### src/rtl/piso_arb_ctrl.sv
// Two-requester round-robin nibble arbiter feeding an LSB-first serializer.
// Optional even-parity fifth bit is enabled by defining PISO_ARB_PARITY_EN.
module piso_arb_ctrl #(
   parameter int IDLE_GAP = 1
) (
   input  logic       clk,
   input  logic       reset,
   input  logic       req0_valid,
   input  logic [3:0] req0_data,
   output logic       req0_ready,
   input  logic       req1_valid,
   input  logic [3:0] req1_data,
   output logic       req1_ready,
   output logic       ser_out,
   output logic       ser_valid,
   output logic       ser_last,
   output logic       grant_id,
   output logic       busy,
   output logic [7:0] frame_cnt
);

   localparam logic [3:0] GAP_LOAD = (IDLE_GAP > 0) ? 4'(IDLE_GAP - 1) : 4'd0;

`ifdef PISO_ARB_PARITY_EN
   typedef enum logic [1:0] {IDLE, SHIFT, PAR, GAP} state_t;
`else
   typedef enum logic [1:0] {IDLE, SHIFT, GAP} state_t;
`endif

   state_t     state, state_nxt;
   logic [3:0] q;
   logic [1:0] bit_cnt;
   logic [3:0] gap_cnt;
   logic       last_grant;
   logic       pick;
   logic [3:0] sel_data;
   logic       load;
   logic       frame_done;
`ifdef PISO_ARB_PARITY_EN
   logic       par_bit;
`endif

   // Tie goes to whoever was not granted last; a lone requester always wins.
   always_comb begin
      pick     = (req0_valid && req1_valid) ? ~last_grant : ~req0_valid;
      sel_data = pick ? req1_data : req0_data;
   end

   always_ff @(posedge clk or negedge reset) begin
      if (!reset) state <= IDLE;
      else        state <= state_nxt;
   end

   always_comb begin
      state_nxt  = state;
      req0_ready = 1'b0;
      req1_ready = 1'b0;
      ser_out    = 1'b0;
      ser_valid  = 1'b0;
      ser_last   = 1'b0;
      busy       = (state != IDLE);
      load       = 1'b0;
      frame_done = 1'b0;
      case (state)
         IDLE: begin
            // Gating by reset keeps both readies low while reset is held.
            if (reset && (req0_valid || req1_valid)) begin
               req0_ready = ~pick;
               req1_ready = pick;
               load       = 1'b1;
               state_nxt  = SHIFT;
            end
         end
         SHIFT: begin
            ser_valid = 1'b1;
            ser_out   = q[0];
            if (bit_cnt == 2'd3) begin
`ifdef PISO_ARB_PARITY_EN
               state_nxt = PAR;
`else
               ser_last   = 1'b1;
               frame_done = 1'b1;
               state_nxt  = (IDLE_GAP == 0) ? IDLE : GAP;
`endif
            end
         end
`ifdef PISO_ARB_PARITY_EN
         PAR: begin
            ser_valid  = 1'b1;
            ser_out    = par_bit;
            ser_last   = 1'b1;
            frame_done = 1'b1;
            state_nxt  = (IDLE_GAP == 0) ? IDLE : GAP;
         end
`endif
         GAP: begin
            if (gap_cnt == '0) state_nxt = IDLE;
         end
         default: state_nxt = IDLE;
      endcase
   end

   always_ff @(posedge clk or negedge reset) begin
      if (!reset) begin
         q          <= '0;
         bit_cnt    <= '0;
         gap_cnt    <= '0;
         grant_id   <= 1'b0;
         last_grant <= 1'b1;
         frame_cnt  <= '0;
`ifdef PISO_ARB_PARITY_EN
         par_bit    <= 1'b0;
`endif
      end else begin
         if (load) begin
            q          <= sel_data;
            bit_cnt    <= '0;
            grant_id   <= pick;
            last_grant <= pick;
`ifdef PISO_ARB_PARITY_EN
            par_bit    <= ^sel_data;
`endif
         end else if (state == SHIFT) begin
            q       <= {1'b0, q[3:1]};
            bit_cnt <= bit_cnt + 2'd1;
         end
         if (frame_done) begin
            frame_cnt <= frame_cnt + 8'd1;
            gap_cnt   <= GAP_LOAD;
         end else if (state == GAP && gap_cnt != '0) begin
            gap_cnt <= gap_cnt - 4'd1;
         end
      end
   end

endmodule

### config.mk
export PLATFORM = sky130hd
export DESIGN_NAME = piso_arb_ctrl
export DESIGN_NICKNAME = d
export VERILOG_FILES = /design/src/rtl/piso_arb_ctrl.sv
export SDC_FILE = /design/constraint.sdc
export NUM_CORES = 1
export LEC_CHECK = 0
export ABC_AREA = 1
export ABC_CLOCK_PERIOD_IN_PS = 2870
export CORE_ASPECT_RATIO = 0.6
export CORE_MARGIN = 2
export CORE_UTILIZATION = 52
export CTS_CLUSTER_SIZE = 28
export DETAILED_ROUTE_END_ITERATION = 7
export PLACE_DENSITY = 0.86
export SLEW_MARGIN = 20
export SYNTH_ARGS = -nofsm -noshare
export SYNTH_HDL_FRONTEND = slang
export SYNTH_SLANG_ARGS = --single-unit
### constraint.sdc
create_clock -name clk -period 2.87 [get_ports clk]
set_input_delay 0.287 -clock clk [delete_from_list [all_inputs] [get_ports clk]]
set_output_delay 0.287 -clock clk [all_outputs]
set_load 0.005 [all_outputs]
* Yosys cells after proc, flatten, opt, wreduce, memory -nomap -nowiden *
Index checks and enable logic that the tools add are counted.

word-level totals
  register bits = 22
  output and inout bits = 15
  logic and storage cells = 52

cells by class
  add/sub/neg operators = 3
  equal/unequal tests = 6
  multiplexer cells = 22
  bitwise logic cells = 3
  reductions and logical operators = 11

operators by type and width
  operator                                             number
  2-to-1 mux 4 bit                                     5
  2-to-1 mux 1 bit                                     11
  2-to-1 mux 2 bit                                     5
  adder 8 x 1 -> 8 bit, second input constant          1
  != test 2 bit, second input constant                 3
  one-hot mux 2 bit (3 select lines)                   1
  nonzero test 2 bit                                   3
  equality test 2 bit, second input constant           2
  zero test 4 bit                                      1
  nonzero test 4 bit                                   1
  subtractor 4 x 1 -> 4 bit, second input constant     1
  logical AND 1 bit                                    3
  NOT 1 bit                                            3
  AND reduction 3 bit                                  1
  adder 2 x 1 -> 2 bit, second input constant          1
  equality test 2 x 1 -> 1 bit, second input constant  1
  zero test 2 bit                                      1
  logical OR 1 bit                                     1

* Depth between registers and ports, before layout *
  depth in word-level cells = 5
  gate-level depth with buffers = 9

* Worst setup path before layout *
OpenSTA, ideal clock, no wires.

  path type = register to output
  start point = register last_grant
  end point = output req0_ready
  arrival time = 969 ps
  data required time = 2583 ps
  slack = 1614 ps
  cell stages (with the launch flop) = 5
  path buffers = 0
  cells stage by stage = dfstp_2 inv_1 nand2_1 nand2_1 nor2_1

on the way
  longest elaborated chain between the ends = 5

RTL lines
  element                 RTL line  source
  start, declared         34        logic last_grant;
  start signal, assigned  119       last_grant <= pick;
  NOT 1 bit               45        pick = (req0_valid && req1_valid) ? ~last_grant : ~req0_valid;
  2-to-1 mux 1 bit        45
  NOT 1 bit               68        req0_ready = ~pick;
  2-to-1 mux 1 bit        67        if (reset && (req0_valid || req1_valid)) begin
  2-to-1 mux 1 bit        64        case (state)
  end, declared           10        output logic req0_ready,

No other way between the ends.

* Worst setup path after layout *
Ends and elaborated chain as after synthesis.

==> results.sh <==
export IMPL_outcome="completed"
export IMPL_wl_per_cell_um=13.3
export IMPL_dp_hpwl_um=2190
export IMPL_path_cells="inv_1, nand2_1, nand2_1, nor2_1, clkdlybuf4s50_1"
export IMPL_synth_distinct_cells=21
export IMPL_dieHeight_um=40.8
export IMPL_cp_slowest_cell="clkdlybuf4s50_1"
export IMPL_slowest_delay_ns=0.54
export IMPL_cts_tree="built"
export IMPL_critPathCaptureType="output pin"
export IMPL_start_util=0.545
export IMPL_crit_top_cell="nand2_1"
export IMPL_synth_common_cells="nand2_1, dfrtp_1, inv_1"
export IMPL_n_antenna_cell=0
export IMPL_p_leak_nw=0.784
export IMPL_drc_errors=0
export IMPL_maxCapViolCount=0
export IMPL_yosys_most_used_dff="dfrtp_1"
export IMPL_final_area_um2=1520
export IMPL_post_cts_buffers=0
export IMPL_viasPerCell=5.13
export IMPL_grt_pass1_vias=934
export IMPL_required_ns=2.58
export IMPL_clk_pin_slew_ns=0.07
export IMPL_r2r_setup_slack_ns=1.46
export IMPL_synth_seq_area_share=0.471
export IMPL_cts_buffers=3
export IMPL_worstPathArrival_ns=1.93
export IMPL_finalSetupViolations=0
export IMPL_synth_largest_area_cell="dfrtp_1"
export IMPL_nets=194
export IMPL_clk_path_buf_depth=2
export IMPL_first_pass_iters=4
export IMPL_p_per_area_nw_per_um2=766
export IMPL_synth_top_area_share=0.449
export IMPL_htreeDepth=1
export IMPL_finalClockSkew_ns=0.00389
export IMPL_cts_sinks=22
export IMPL_ant_nets=0
export IMPL_cp_max_fo=6
export IMPL_io_pins=27
export IMPL_syn_avg_cell_area_um2=7.97
export IMPL_core_area_um2=2150
export IMPL_path_class="reg -> out"
export IMPL_syn_area_um2=1170
export IMPL_routed_wl_um=2750
export IMPL_startpoint_type="flop"
export IMPL_ys_ff_latch=22
export IMPL_fin_tns_setup_ns=0
export IMPL_die_area_um2=2660
export IMPL_grt_max_degree=24
export IMPL_syn_inst=147
export IMPL_clock_latency_ns=0.27
export IMPL_synth_area_leaders="dfrtp_1, nand2_1, nand3_1, inv_1, ha_1"
export IMPL_rows=13
export IMPL_cts_root_buffer="clkbuf_8"
export IMPL_max_freq_mhz=451
export IMPL_place_area_um2=1470
export IMPL_post_cts_resized=0
export IMPL_power_w=0.00116
export IMPL_maxSlewHeadroom=0.764
export IMPL_die_w_um=65.3
export IMPL_place_gp_congestion=0.815
export IMPL_grt_pass1_wl_um=4300
export IMPL_layout_worst_path_cycle_share=0.773
export IMPL_max_slew_worst_pin_slew_ns=0.353
export IMPL_grt_ovfl_total=0
export IMPL_fin_crit_ns=2.22
export IMPL_postCtsHoldBufs=0
export IMPL_synth_most_common_cell="nand2_1"
export IMPL_rsz0062_at_grt="false"
export IMPL_port_buffer_count=26
export IMPL_peakVddDrop_mv=0.601
export IMPL_synth_nets=163
export IMPL_area_growth_pct=29.5
export IMPL_synth_edf_count=0
export IMPL_drtIter0Drc=55
export IMPL_hold_path_class="reg -> reg"
export IMPL_via_count=1061
export IMPL_async_flop_share=1.00
export IMPL_slew_viol_final=0
export IMPL_hold_viol=0
export IMPL_yosysWarnings=0
export IMPL_antenna_found_initial=0
export IMPL_globalRouteTotalUtil=0.229
export IMPL_drive_above_1_share=0.0847
## kinds of logic (layout without fill, tap and decap cells)
logic type / after synthesis / count (layout) / synth area share
xor+xnor: 5 / 5 / 0.0374
fa+ha+maj: 4 / 4 / 0.0427
buf+inv: 21 / 51 / 0.0694
compound gates: 11 / 11 / 0.0620
simple gates: 84 / 84 / 0.317
flops: 22 / 22 / 0.471
## worst max-delay path: cells and delay by family (launching register included)
family / cells / cell delay [ns]
simple gates: 3 / 0.56
buf+inv: 2 / 0.59
flops: 1 / 0.52
## cell type report
class | instances | area (um^2)
Timing Repair Buffer | 27 | 268
Inverter | 20 | 76.3
Clock buffer | 4 | 45.0
Sequential cell | 22 | 552
Multi-Input combinational cell | 104 | 538
Fill cell | 158 | 631
Tap cell | 30 | 37.5
## through the flow
stage | std cells | setup slack [ns] | hold WS (ns) | util
floorplan | 147 | 1.61 | -0.00859 | -
global placement | 203 | 0.790 | 0.463 | 0.685
detailed placement | 203 | 0.683 | 0.469 | 0.685
CTS | 207 | 0.669 | 0.487 | 0.706
global route | 207 | 0.517 | 0.517 | 0.706
finish | 207 | 0.652 | 0.488 | 0.706
## registers in the layout, summed over array words and instances, names as in the netlist
register,count
state,2
frame_cnt,8
grant_id,1
gap_cnt,4
bit_cnt,2
last_grant,1
q,4
## worst paths after layout
path	start	endpoint	cells after the start
hold reg to reg	q[0]$_DFFE_PN0P_	q[0]$_DFFE_PN0P_	2
min in group asynchronous	reset	frame_cnt[4]$_DFFE_PN0P_	2
hold / removal	q[0]$_DFFE_PN0P_	q[0]$_DFFE_PN0P_	2
max in group asynchronous	reset	last_grant$_DFFE_PN1P_	2
setup / recovery	last_grant$_DFFE_PN1P_	req0_ready	5
setup reg to reg	last_grant$_DFFE_PN1P_	q[1]$_DFFE_PN0P_	9
## cell usage in the layout, fill, tap and decap left out, types with 3 or more instances in the layout
cell / count
nand2_1: 56
clkdlybuf4s50_1: 26
nand4_1: 5
ha_1: 4
inv_1: 16
clkbuf_8: 3
a21oi_1: 4
nor2_1: 5
o21ai_1: 3
xor2_1: 3
inv_2: 3
dfrtp_1: 21
nand3_1: 13
## per-layer routing
layer / GRT usage / vias to the layer above / part of all wire
met5: 0 / - / 0
met4: 0.0833 / 0 / 0.027
met3: 0.0577 / 8 / 0.042
met2: 0.406 / 27 / 0.49
met1: 0.284 / 498 / 0.44
li1: - / 528 / -
## power breakdown
part / leakage [nW] / internal [W] / switching [W] / total (W)
clock network: 0.0228 / 0.0000992 / 0.0000961 / 0.000195
logic: 0.476 / 0.000227 / 0.000273 / 0.000500
registers: 0.285 / 0.000398 / 0.0000683 / 0.000467
total: 0.784 / 0.000725 / 0.000437 / 0.00116
Power figures use the tool's default switching activity.
